### src/rtl/bcd_pkg.sv
// Shared state encoding, digit constants and helpers for the iterative binary-to-BCD scheduler.
// Latency: n/a (types and pure functions only).
// Backpressure: n/a.
package bcd_pkg;

  typedef enum logic [1:0] {
    IDLE  = 2'd0,
    SHIFT = 2'd1,
    DONE  = 2'd2
  } state_t;

  localparam int         DIGIT_W     = 4;
  localparam logic [3:0] ADD3_THRESH = 4'd5;

  // Double-dabble correction: a digit of 5 or more overflows past 9 once doubled,
  // so pre-add 3 to make the following shift carry into the next digit.
  function automatic logic [DIGIT_W-1:0] add3_fix(input logic [DIGIT_W-1:0] d);
    return (d >= ADD3_THRESH) ? d + 4'd3 : d;
  endfunction

  // Elaboration helper used to check that DIGITS can hold the largest operand.
  function automatic longint pow10(input int n);
    longint p;
    p = 1;
    for (int i = 0; i < n; i++) p = p * 10;
    return p;
  endfunction

endpackage

### src/rtl/bcd_shift_core.sv
// Sequential shift/add-3 datapath: converts one WIDTH-bit operand into DIGITS BCD digits.
// Latency: WIDTH cycles of shifting after i_start, then o_done pulses for one cycle.
// Backpressure: none; a new i_start reloads the register and restarts the conversion.
module bcd_shift_core
  import bcd_pkg::*;
#(
  parameter int WIDTH  = 8,
  parameter int DIGITS = 3
) (
  input  logic                      clock,
  input  logic                      reset_n,
  input  logic                      i_start,
  input  logic [WIDTH-1:0]          i_operand,
  output logic                      o_last,
  output logic                      o_done,
  output logic [DIGITS*DIGIT_W-1:0] o_result
);

  localparam int BCD_W = DIGITS * DIGIT_W;
  localparam int SR_W  = BCD_W + WIDTH;
  localparam int CNT_W = $clog2(WIDTH + 1);

  logic [SR_W-1:0]  r_sr;
  logic [SR_W-1:0]  w_adj;
  logic [CNT_W-1:0] r_cnt;
  logic             r_run;
  logic             r_done;

  // Apply the add-3 correction to every digit nibble; the binary part passes through.
  always_comb begin
    w_adj = r_sr;
    for (int d = 0; d < DIGITS; d++) begin
      w_adj[WIDTH + d*DIGIT_W +: DIGIT_W] = add3_fix(r_sr[WIDTH + d*DIGIT_W +: DIGIT_W]);
    end
  end

  // Load on start, then one correct-and-shift per cycle until WIDTH iterations are done.
  always_ff @(posedge clock or negedge reset_n) begin
    if (!reset_n) begin
      r_sr   <= '0;
      r_cnt  <= '0;
      r_run  <= 1'b0;
      r_done <= 1'b0;
    end else if (i_start) begin
      r_sr   <= {{BCD_W{1'b0}}, i_operand};
      r_cnt  <= '0;
      r_run  <= 1'b1;
      r_done <= 1'b0;
    end else if (r_run) begin
      r_sr  <= w_adj << 1;
      r_cnt <= r_cnt + CNT_W'(1);
      if (r_cnt == CNT_W'(WIDTH - 1)) begin
        r_run  <= 1'b0;
        r_done <= 1'b1;
      end
    end else begin
      r_done <= 1'b0;
    end
  end

  assign o_last   = r_run && (r_cnt == CNT_W'(WIDTH - 1));
  assign o_done   = r_done;
  assign o_result = r_sr[SR_W-1 -: BCD_W];

endmodule

### src/rtl/bcd_conv_sched.sv
// Round-robin scheduler sharing one iterative binary-to-BCD core among NREQ display channels.
// Latency: req sampled at edge E0 -> bcd written and ack pulsed after edge E0+WIDTH+1.
// Backpressure: requesters hold req until ack; one conversion per WIDTH+2 cycles.
module bcd_conv_sched
  import bcd_pkg::*;
#(
  parameter int NREQ   = 2,
  parameter int WIDTH  = 8,
  parameter int DIGITS = 3
) (
  input  logic                       clock,
  input  logic                       reset_n,
  input  logic [NREQ-1:0]            req,
  input  logic [NREQ*WIDTH-1:0]      binario,
  output logic [NREQ-1:0]            ack,
  output logic                       busy,
  output logic [NREQ*DIGITS*4-1:0]   bcd
);

  localparam int BCD_W = DIGITS * DIGIT_W;
  localparam int PTR_W = (NREQ > 1) ? $clog2(NREQ) : 1;

  if (NREQ < 1 || NREQ > 4) begin : g_bad_nreq
    $error("bcd_conv_sched: NREQ must be in 1..4");
  end
  if (WIDTH < 1 || WIDTH > 9) begin : g_bad_width
    $error("bcd_conv_sched: WIDTH must be in 1..9");
  end
  if (pow10(DIGITS) <= ((longint'(1) << WIDTH) - 1)) begin : g_bad_digits
    $error("bcd_conv_sched: DIGITS too small for the largest WIDTH-bit operand");
  end

  state_t              r_state;
  state_t              w_state_nxt;
  logic [PTR_W-1:0]    r_ptr;
  logic [PTR_W-1:0]    r_grant;
  logic [PTR_W-1:0]    w_gidx;
  logic                w_gvld;
  logic                w_start;
  logic                w_write;
  logic [NREQ-1:0]     w_elig;
  logic [NREQ-1:0]     r_ack;
  logic                r_busy;
  logic [NREQ*BCD_W-1:0] r_bcd;
  logic [WIDTH-1:0]    w_operand;
  logic                w_last;
  logic                w_done;
  logic [BCD_W-1:0]    w_result;

  // A channel whose ack is high this cycle already has its result; never re-grant it now.
  assign w_elig = req & ~r_ack;

  // Round-robin pick: first eligible channel at or after the pointer, wrapping.
  always_comb begin
    w_gvld = 1'b0;
    w_gidx = '0;
    for (int i = 0; i < NREQ; i++) begin
      if (!w_gvld && w_elig[(int'(r_ptr) + i) % NREQ]) begin
        w_gvld = 1'b1;
        w_gidx = PTR_W'((int'(r_ptr) + i) % NREQ);
      end
    end
  end

  // Select the operand of the channel being granted; it is captured only at grant.
  always_comb begin
    w_operand = '0;
    for (int i = 0; i < NREQ; i++) begin
      if (w_gidx == PTR_W'(i)) w_operand = binario[i*WIDTH +: WIDTH];
    end
  end

  // FSM next-state: grant in IDLE, iterate in SHIFT, write back in DONE.
  always_comb begin
    w_state_nxt = r_state;
    w_start     = 1'b0;
    w_write     = 1'b0;
    case (r_state)
      IDLE: begin
        if (w_gvld) begin
          w_start     = 1'b1;
          w_state_nxt = SHIFT;
        end
      end
      SHIFT: begin
        if (w_last) w_state_nxt = DONE;
      end
      DONE: begin
        if (w_done) begin
          w_write     = 1'b1;
          w_state_nxt = IDLE;
        end
      end
      default: w_state_nxt = IDLE;
    endcase
  end

  // FSM state register; busy is registered from the next state so it has no input path.
  always_ff @(posedge clock or negedge reset_n) begin
    if (!reset_n) begin
      r_state <= IDLE;
      r_busy  <= 1'b0;
    end else begin
      r_state <= w_state_nxt;
      r_busy  <= (w_state_nxt != IDLE);
    end
  end

  // Remember the granted channel and advance the pointer past it once it is served.
  always_ff @(posedge clock or negedge reset_n) begin
    if (!reset_n) begin
      r_grant <= '0;
      r_ptr   <= '0;
    end else begin
      if (w_start) r_grant <= w_gidx;
      if (w_write) r_ptr <= (r_grant == PTR_W'(NREQ - 1)) ? '0 : r_grant + PTR_W'(1);
    end
  end

  // Write the finished digits into the granted channel only, and pulse its ack.
  always_ff @(posedge clock or negedge reset_n) begin
    if (!reset_n) begin
      r_ack <= '0;
      r_bcd <= '0;
    end else begin
      for (int c = 0; c < NREQ; c++) begin
        r_ack[c] <= w_write && (r_grant == PTR_W'(c));
        if (w_write && (r_grant == PTR_W'(c))) r_bcd[c*BCD_W +: BCD_W] <= w_result;
      end
    end
  end

  bcd_shift_core #(
    .WIDTH  (WIDTH),
    .DIGITS (DIGITS)
  ) u_core (
    .clock     (clock),
    .reset_n   (reset_n),
    .i_start   (w_start),
    .i_operand (w_operand),
    .o_last    (w_last),
    .o_done    (w_done),
    .o_result  (w_result)
  );

  assign ack  = r_ack;
  assign busy = r_busy;
  assign bcd  = r_bcd;

endmodule

### config.mk
export PLATFORM = sky130hd
export DESIGN_NAME = bcd_conv_sched
export DESIGN_NICKNAME = d
export VERILOG_FILES = /design/src/rtl/bcd_pkg.sv /design/src/rtl/bcd_shift_core.sv /design/src/rtl/bcd_conv_sched.sv
export SDC_FILE = /design/constraint.sdc
export NUM_CORES = 1
export LEC_CHECK = 0
export ABC_AREA = 1
export CORE_ASPECT_RATIO = 1.75
export CORE_MARGIN = 5
export CORE_UTILIZATION = 50
export CTS_CLUSTER_SIZE = 8
export DETAILED_ROUTE_END_ITERATION = 8
export PLACE_DENSITY = 0.74
export RECOVER_POWER = 100
export SLEW_MARGIN = 20
export SYNTH_ARGS = -nofsm -noshare
export SYNTH_HDL_FRONTEND = slang
export SYNTH_SLANG_ARGS = --single-unit
export TNS_END_PERCENT = 20
### constraint.sdc
create_clock -name clock -period 3.97 [get_ports clock]
set_input_delay 0.5955 -clock clock [delete_from_list [all_inputs] [get_ports clock]]
set_output_delay 0.5955 -clock clock [all_outputs]
set_load 0.1 [all_outputs]
# After elaboration in Yosys (flattened, before gate mapping)
# Cells that the tools add are included.
[op_classes] div_mod_pow=0 n_addsub=6 n_shift=0 n_reduce_logical=8 n_mux=32 mul=0 magnitude_cmp=5 bitwise=4 eq_ne=4
[op_table] cell="two-way mux 20 bit" count=2
[op_table] cell="two-way mux 1 bit" count=20
[op_table] cell="two-way mux 4 bit" count=4
[op_table] cell=">= comparator 4 x 3 -> 1 bit, second input constant" count=3
[op_table] cell="adder 4 x 2 -> 4 bit, second input constant" count=2
[op_table] cell="two-way mux 8 bit" count=1
[op_table] cell="two-way mux 2 bit" count=3
[op_table] cell="case mux 2 bit (3 select lines)" count=1
[op_table] cell="adder 4 x 1 -> 4 bit, second input constant" count=1
[op_table] cell="equality test 4 x 3 -> 1 bit, second input constant" count=1
[op_table] cell="logical AND 1 bit" count=4
[op_table] cell="nonzero test 2 bit" count=2
[op_table] cell="adder 3 x 2 -> 3 bit, second input constant" count=1
[op_table] cell="less-than comparator 2 x 3 -> 1 bit, second input constant" count=1
[op_table] cell="two-way mux 3 bit" count=1
[op_table] cell="!= test 3 x 2 -> 1 bit, second input constant" count=1
[op_table] cell="adder 1 bit, second input constant" count=2
[op_table] cell="AND 2 bit" count=1
[op_table] cell="equality test 2 x 1 -> 1 bit, second input constant" count=1
[op_table] cell="equality test 2 bit, second input constant" count=1
[op_table] cell="zero test 2 bit" count=1
[op_table] cell="less-than comparator 1 x 2 -> 1 bit, second input constant" count=1
[op_table] cell="NOT 2 bit" count=1
[op_table] cell="AND 1 bit, first input constant" count=1
[op_table] cell="other kinds (2)" count=2
[word_totals] input_bits=20 ram_bits=0 reg_bits=57 memories=0 latch_bits=0 mem_bits_ro=0

# Longest topological paths before layout
# Gate-level depths: netlist of the first run.
[depth] depth_word=11 ltp_mapped=9 ltp_nobuf=9

# Hierarchy
# A second synthesis of the first run with hierarchy kept.
[hier_totals] cells_unflattened=342 hier_area_um2=2911.5
[by_module_without_submodules] mod="bcd_shift_core" area_per_inst_um2=1500.2 cells_per_inst=175 instances=1
[by_module_without_submodules] mod="bcd_conv_sched" area_per_inst_um2=1411.4 cells_per_inst=167 instances=1

# Least setup slack after synthesis of the first run
# No wires, ideal clock.
[synth_timing] path_kind="reg2reg" from="register r_ack[0], in the netlist ack[0]" to="register r_busy, in the netlist busy" t_arrival_ns=1.655 setup_slack_ns=2.176 setup_time_ns=0.139 stages_incl_launch_ff=7 cell_sequence="dfrtp_1 inv_1 nand2_1 nand2_1 nand2_4 buf_4 nand4_1"
[synth_between] elab_chain_cells=11
[synth_lines] element="start: declaration" line_no="bcd_conv_sched.sv:42" text="logic [NREQ-1:0] r_ack;"
[synth_lines] element="start signal: indexed assignment" line_no="bcd_conv_sched.sv:127" text="r_ack[c] <= w_write && (r_grant == PTR_W'(c));"
[synth_lines] element="NOT 2 bit *" line_no="bcd_conv_sched.sv:51" text="assign w_elig = req & ~r_ack;"
[synth_lines] element="AND 2 bit *" line_no="bcd_conv_sched.sv:51"
[synth_lines] element="two-way mux 1 bit (implied by the code) (2 in series)" line_no="bcd_conv_sched.sv:58" text="if (!w_gvld && w_elig[(int'(r_ptr) + i) % NREQ]) begin"
[synth_lines] element="two-way mux 1 bit" line_no="bcd_conv_sched.sv:58"
[synth_lines] element="zero test 1 bit" line_no="bcd_conv_sched.sv:58"
[synth_lines] element="logical AND 1 bit" line_no="bcd_conv_sched.sv:58"
[synth_lines] element="two-way mux 1 bit *" line_no="bcd_conv_sched.sv:58"
[synth_lines] element="two-way mux 2 bit *" line_no="bcd_conv_sched.sv:80" text="if (w_gvld) begin"
[synth_lines] element="case mux 2 bit (3 select lines) *" line_no="bcd_conv_sched.sv:78" text="case (r_state)"
[synth_lines] element="nonzero test 2 bit *" line_no="bcd_conv_sched.sv:105" text="r_busy <= (w_state_nxt != IDLE);"
[synth_lines] element="end signal: assignment" line_no="bcd_conv_sched.sv:105"
[synth_lines] element="end: declaration" line_no="bcd_conv_sched.sv:43" text="logic r_busy;"
# Mark *: on every way between the ends. The rest lies on a longest branch, timed or not. The select of a mux whose other input is x is not followed.
# A chain may end at the register's enable or synchronous reset.

# Worst setup path in the final report of the first run
[layout_timing] from="register r_bcd[12], in the netlist bcd[12]" to="output bcd[12]"
[layout_rtl] element="start: declaration" line_no="bcd_conv_sched.sv:44" text="logic [NREQ*BCD_W-1:0] r_bcd;"
[layout_rtl] element="start signal: indexed assignment" line_no="bcd_conv_sched.sv:128" text="if (w_write && (r_grant == PTR_W'(c))) r_bcd[c*BCD_W +: BCD_W] <= w_result;"
[layout_rtl] element="end: declaration" line_no="bcd_conv_sched.sv:17" text="output logic [NREQ*DIGITS*4-1:0] bcd"
# No word-level cell between the ends.

==> results.sh, run 1 <==
export IMPL_grt_ovfl_total=0
export IMPL_dieHeight_um=110
export IMPL_synth_xor_area_frac=0.00308
export IMPL_critPathLaunchType="flop"
export IMPL_drt_iter0_markers=133
export IMPL_start_util=0.514
export IMPL_portBuffers=46
export IMPL_synthArstFlopShare=1.00
export IMPL_dieArea_um2=7360
export IMPL_synth_simple_gate_area_frac=0.257
export IMPL_ctsHoldBuffers=0
export IMPL_timing_rr_end="u_core.r_sr[18]"
export IMPL_muxShareOfSynthArea=0
export IMPL_fin_setup_tns_ns=0
export IMPL_rsz0062_at_grt="false"
export IMPL_arrival_ns=1.93
export IMPL_ys_types=23
export IMPL_cts_tree="built"
export IMPL_final_hold_viol_count=0
export IMPL_utilization=0.617
export IMPL_vdd_ir_drop_max_v=0.000274
export IMPL_final_area_um2=3420
export IMPL_intPower_w=0.00132
export IMPL_drt_pass1_iterations=4
export IMPL_p_sw_frac=0.403
export IMPL_postSynthCellCount=326
export IMPL_p_clk_frac=0.251
export IMPL_yosysSeqAreaShare=0.501
export IMPL_min_delay_path_class="flop to flop"
export IMPL_fin_skew_ns=0.00855
export IMPL_multi_input_area_um2=1050
export IMPL_worstMarginPinSlew_ns=1.47
export IMPL_cp_cell_sequence="dlygate4sd3_1"
export IMPL_synth_ff_type="dfrtp_1"
export IMPL_p_comb_frac=0.363
export IMPL_cp_startpoint="bcd[12]"
export IMPL_synth_edf_count=0
export IMPL_syn_area_per_cell_um2=8.74
export IMPL_clock_root_buffer="clkbuf_8"
export IMPL_place_gp_congestion=0.780
export IMPL_clk_path_buf_depth=2
export IMPL_reg2reg_slack_ns=2.14
export IMPL_grtUsageTotal=0.175
export IMPL_drc=0
export IMPL_r2r_start="ack[0]"
export IMPL_crit_type="flop to output port"
export IMPL_pwr_share_seq=0.387
export IMPL_cp_top_family="buffers and inverters"
export IMPL_place_area_um2=3330
export IMPL_reg2reg_depth=8
export IMPL_synth_fa_ha_area_frac=0.0308
export IMPL_dp_hpwl_um=4140
export IMPL_synth_compound_area_share=0.118
export IMPL_cp_slowest_cell="dlygate4sd3_1"
export IMPL_row_count=36
export IMPL_ios=47
export IMPL_post_route_period_util=0.637
export IMPL_avgViaCountPerCell=5.02
export IMPL_power_leakage_nw=1.77
export IMPL_fp_coreArea_um2=5540
export IMPL_endpoint_kind="output port"
export IMPL_cts_resized=0
export IMPL_cts_buffers=9
export IMPL_cp_max_fo=2
export IMPL_die_w_um=67.1
export IMPL_status="completed"
export IMPL_synthesis_area_um2=2850
export IMPL_path_depth=1
export IMPL_grt_max_degree=30
export IMPL_fin_crit_ns=2.53
export IMPL_synth_top_family_by_area="simple AND/OR/NAND/NOR gates"
export IMPL_fmax_mhz=396
export IMPL_grt_pass1_wl_um=9560
export IMPL_drive_gt1_frac=0.105
export IMPL_grt_pass1_vias=2169
export IMPL_powerDensity_nw_per_um2=648
export IMPL_syn_num_nets=353
export IMPL_drt_wl_total_um=5550
export IMPL_area_delta_synth_final_pct=20.1
export IMPL_h_tree_depth=3
export IMPL_setup_violations=0
export IMPL_antenna_found_initial=0
export IMPL_slew_headroom=0.0191
export IMPL_final_max_slew_viol_count=0
export IMPL_crit_end="bcd[12]"
export IMPL_path_clk_slew_ns=0.06
export IMPL_fillCellCount=520
export IMPL_ff_latch_area_um2=1430
export IMPL_drtAntennaViolNets=0
export IMPL_final_nets=402
export IMPL_synth_seq_cells=57
export IMPL_cts_sinks=57
export IMPL_clk_latency_ns=0.33
export IMPL_critPathRequiredTime_ns=3.37
export IMPL_drv_cap=0
export IMPL_ys_warn_count=0
export IMPL_slowest_delay_ns=1.23
export IMPL_wl_per_cell_um=12.2
export IMPL_crit_buf_inv=1
export IMPL_dr_total_vias=2289
export IMPL_postCtsSetupBuffers=0
export IMPL_p_sw_w=0.000892
export IMPL_diodes=0
## power by group through the flow
stage	Combinational, W	Clock, W	Sequential [W]
3_3_place_gp	0.000850	0	0.000864
3_5_place_dp	0.000872	0	0.000867
2_1_floorplan	0.000590	0	0.000931
5_1_grt	0.000923	0.000597	0.000873
4_1_cts	0.000876	0.000570	0.000859
6_report	0.000803	0.000555	0.000857
## logic make-up after synthesis
logic type               count (synthesis)
XOR/XNOR                                 1
AO/OA/AOI/OAI                           47
adder cells (fa/ha/maj)                  7
buffers and inverters                   57
AND/OR/NAND/NOR                        157
flip-flops                              57
## layout make-up
type / instances / area share
Sequential cell: 57 / 0.417
Multi-Input combinational cell: 212 / 0.307
Timing Repair Buffer: 47 / 0.135
Inverter: 48 / 0.0527
Clock buffer: 14 / 0.0505
Tap cell: 76 / 0.0278
Clock inverter: 2 / 0.0102
## worst min-delay path by stage
stage | from | endpoint | cells after the start
final | bcd[4] | bcd[4] | 2
after global placement | bcd[7] | bcd[7] | 2
after floorplan | reset_n | ack[0] | 0
after global routing | bcd[4] | bcd[4] | 2
after detailed placement | u_core.r_sr[7] | u_core.r_sr[8] | 2
after CTS | reset_n | bcd[21] | 1
## synth_stat cells (4+ instances only)
cell,count,area [um2]
nand2_1,81,304
dfrtp_1,57,1430
nand3_1,43,215
inv_1,34,128
o21ai_2,24,210
inv_2,14,52.6
nand2_2,12,75.1
o21ai_0,12,60.1
nand4_1,8,50.1
ha_1,7,87.6
o21ai_1,7,35.0
nor2_1,6,22.5
buf_6,4,45.0
## layout by cell type (no fill, tap or decap), types with 3 or more instances in the layout
cell type        synthesis  final
o21ai_2                 24      5
clkbuf_1                 0      3
nand3_1                 43     43
nor2_1                   6      7
o21ai_0                 12     37
dlygate4sd3_1            0     28
a21oi_1                  3      4
nand2_2                 12      7
nand4_1                  8      8
dfrtp_1                 57     57
inv_1                   34     37
clkdlybuf4s50_1          0     17
nand2_1                 81     88
inv_2                   14     10
ha_1                     7      7
clkbuf_8                 0     12
## metal layers
| layer | share of wire | global-route usage | routed length (um) | vias up |
|---|---|---|---|---|
| li1 | - | - | - | 1149 |
| met1 | 0.38 | 0.180 | 2120 | 1078 |
| met2 | 0.55 | 0.317 | 3060 | 53 |
| met3 | 0.045 | 0.0429 | 250 | 9 |
| met4 | 0.023 | 0.0871 | 127 | 0 |
| met5 | 0 | 0 | 0 | - |
## through the flow
step / cells / power, W / setup slack [ns] / hold WS (ns)
2_1_floorplan: 326 / 0.00152 / 2.18 / 0.300
3_3_place_gp: 440 / 0.00171 / 1.90 / 0.465
3_5_place_dp: 440 / 0.00174 / 1.85 / 0.461
4_1_cts: 456 / 0.00230 / 1.47 / 0.279
5_1_grt: 456 / 0.00239 / 1.39 / 0.497
6_report: 456 / 0.00221 / 1.44 / 0.473
## sequential cells by signal, summed over array words and instances (netlist names)
| register | count |
|---|---|
| ack | 2 |
| bcd | 24 |
| busy | 1 |
| r_grant | 1 |
| r_ptr | 1 |
| r_state | 2 |
| u_core.o_done | 1 |
| u_core.r_cnt | 4 |
| u_core.r_run | 1 |
| u_core.r_sr | 20 |
(Power assumes the default switching activity.)
==> inputs of run 2 (changes only) <==
- CORE_UTILIZATION: 50 -> 48
- clock period: 3.97 -> 2.3 ns (I/O delays scaled with it)
==> run 2 against run 1 <==
  * Die area rose by 3.7%
  * Critical path depth did not move
  * Power rose by 73%
  * Critical path type unchanged
  * Sequential share of layout area rose by 1.7 points
  * Count of clock-buffer cells in the layout did not move
==> results.sh, run 2 (same netlist as run 1, synthesis figures left out) <==
export IMPL_status="completed"
export IMPL_drt_wl_total_um=5740
export IMPL_cp_max_fo=2
export IMPL_cts_tree="built"
export IMPL_start_util=0.488
export IMPL_drt_pass1_iterations=4
export IMPL_grt_ovfl_total=0
export IMPL_p_comb_frac=0.372
export IMPL_r2r_start="r_state[1]"
export IMPL_fin_crit_ns=1.93
export IMPL_fin_setup_tns_ns=0
export IMPL_dr_total_vias=2263
export IMPL_crit_buf_inv=1
export IMPL_grt_pass1_wl_um=10200
export IMPL_arrival_ns=1.58
export IMPL_final_nets=405
export IMPL_worstMarginPinSlew_ns=1.18
export IMPL_largest_reg_flops=24
export IMPL_rsz0062_at_grt="false"
export IMPL_drtAntennaViolNets=0
export IMPL_drc=0
export IMPL_p_sw_frac=0.406
export IMPL_dieHeight_um=112
export IMPL_endpoint_kind="output port"
export IMPL_post_route_period_util=0.838
export IMPL_cts_resized=0
export IMPL_critPathLaunchType="flop"
export IMPL_fmax_mhz=519
export IMPL_wl_per_cell_um=12.5
export IMPL_die_w_um=68.2
export IMPL_setup_violations=0
export IMPL_post_place_ws_ns=0.510
export IMPL_clk_path_buf_depth=2
export IMPL_fin_skew_ns=0.00571
export IMPL_p_sw_w=0.00156
export IMPL_final_area_um2=3290
export IMPL_diodes=0
export IMPL_clk_latency_ns=0.33
export IMPL_grt_pass1_vias=2342
export IMPL_h_tree_depth=3
export IMPL_cp_top_family="buffers and inverters"
export IMPL_clock_root_buffer="clkbuf_8"
export IMPL_cts_buffers=9
export IMPL_cts_sinks=57
export IMPL_final_hold_viol_count=0
export IMPL_crit_type="flop to output port"
export IMPL_vdd_ir_drop_max_v=0.000720
export IMPL_dp_hpwl_um=4310
export IMPL_final_cell_mix="85 x nand2_1, 57 x dfrtp_1, 44 x nand3_1"
export IMPL_pwr_share_seq=0.378
export IMPL_antenna_found_initial=0
export IMPL_final_common_cell="nand2_1"
export IMPL_drv_cap=0
export IMPL_min_delay_path_class="flop to flop"
export IMPL_cp_startpoint="bcd[13]"
export IMPL_drive_gt1_frac=0.112
export IMPL_dp_cells=444
export IMPL_fp_coreArea_um2=5830
export IMPL_stdcell_count=461
export IMPL_dieArea_um2=7630
export IMPL_place_area_um2=3280
export IMPL_slowest_delay_ns=0.87
export IMPL_power_leakage_nw=1.66
export IMPL_p_clk_frac=0.251
export IMPL_hold_slack_ns=0.482
export IMPL_row_count=37
export IMPL_cp_cell_sequence="clkbuf_1"
export IMPL_setup_slack_ns=0.373
export IMPL_avgViaCountPerCell=4.91
export IMPL_intPower_w=0.00228
export IMPL_portBuffers=46
export IMPL_grt_max_degree=34
export IMPL_final_max_slew_viol_count=0
export IMPL_drt_iter0_markers=133
export IMPL_path_clk_slew_ns=0.06
export IMPL_area_delta_synth_final_pct=15.5
export IMPL_slew_headroom=0.216
export IMPL_grtUsageTotal=0.174
export IMPL_worstHoldStart="bcd[4]"
export IMPL_place_gp_congestion=0.822
export IMPL_ios=47
export IMPL_critPathRequiredTime_ns=1.96
export IMPL_powerDensity_nw_per_um2=1170
export IMPL_cp_slowest_cell="clkbuf_1"
run 2: cell type report:
class	count	area, um2
clock buffer	14	173
clock inverter	2	35.0
fill	596	2540
inverter	48	180
multi-input combinational	212	1050
sequential	57	1430
tap	78	97.6
timing repair buffer	50	327
run 2: stage by stage:
| stage | power (W) | util |
|---|---|---|
| after global routing | 0.00414 | 0.564 |
| final | 0.00383 | 0.564 |
| after CTS | 0.00400 | 0.600 |
| after floorplan | 0.00263 | - |
| after global placement | 0.00296 | 0.562 |
| after detailed placement | 0.00302 | 0.562 |
run 2: timing repair:
item | CTS | global route
hold buffers | 1 | 0
buffers inserted | 0 | 0
endpoints found under the hold margin | 10 | 0
run 2: power groups by stage:
stage | registers, W | clock network [W] | logic (W)
6_report | 0.00145 | 0.000960 | 0.00142
5_1_grt | 0.00148 | 0.00103 | 0.00163
4_1_cts | 0.00145 | 0.000983 | 0.00156
3_5_place_dp | 0.00147 | 0 | 0.00155
3_3_place_gp | 0.00146 | 0 | 0.00150
2_1_floorplan | 0.00161 | 0 | 0.00102
run 2: path summary, 6_finish.rpt:
kind,cells after the start,end,slack (ns)
min in group asynchronous,3,ack[0],0.54
worst min register to register,2,bcd[4],0.48
worst min-delay path,2,bcd[4],0.48
worst max-delay path,1,bcd[13],0.37
max in group asynchronous,3,u_core.r_sr[10],1.03
worst max register to register,5,u_core.r_sr[7],0.57
run 2: metal layers:
layer,wire length [um],track usage,part of all wire
met1,2140,0.175,0.37
met2,3210,0.320,0.56
met3,266,0.0333,0.046
met4,132,0.0903,0.023
met5,0,0,0
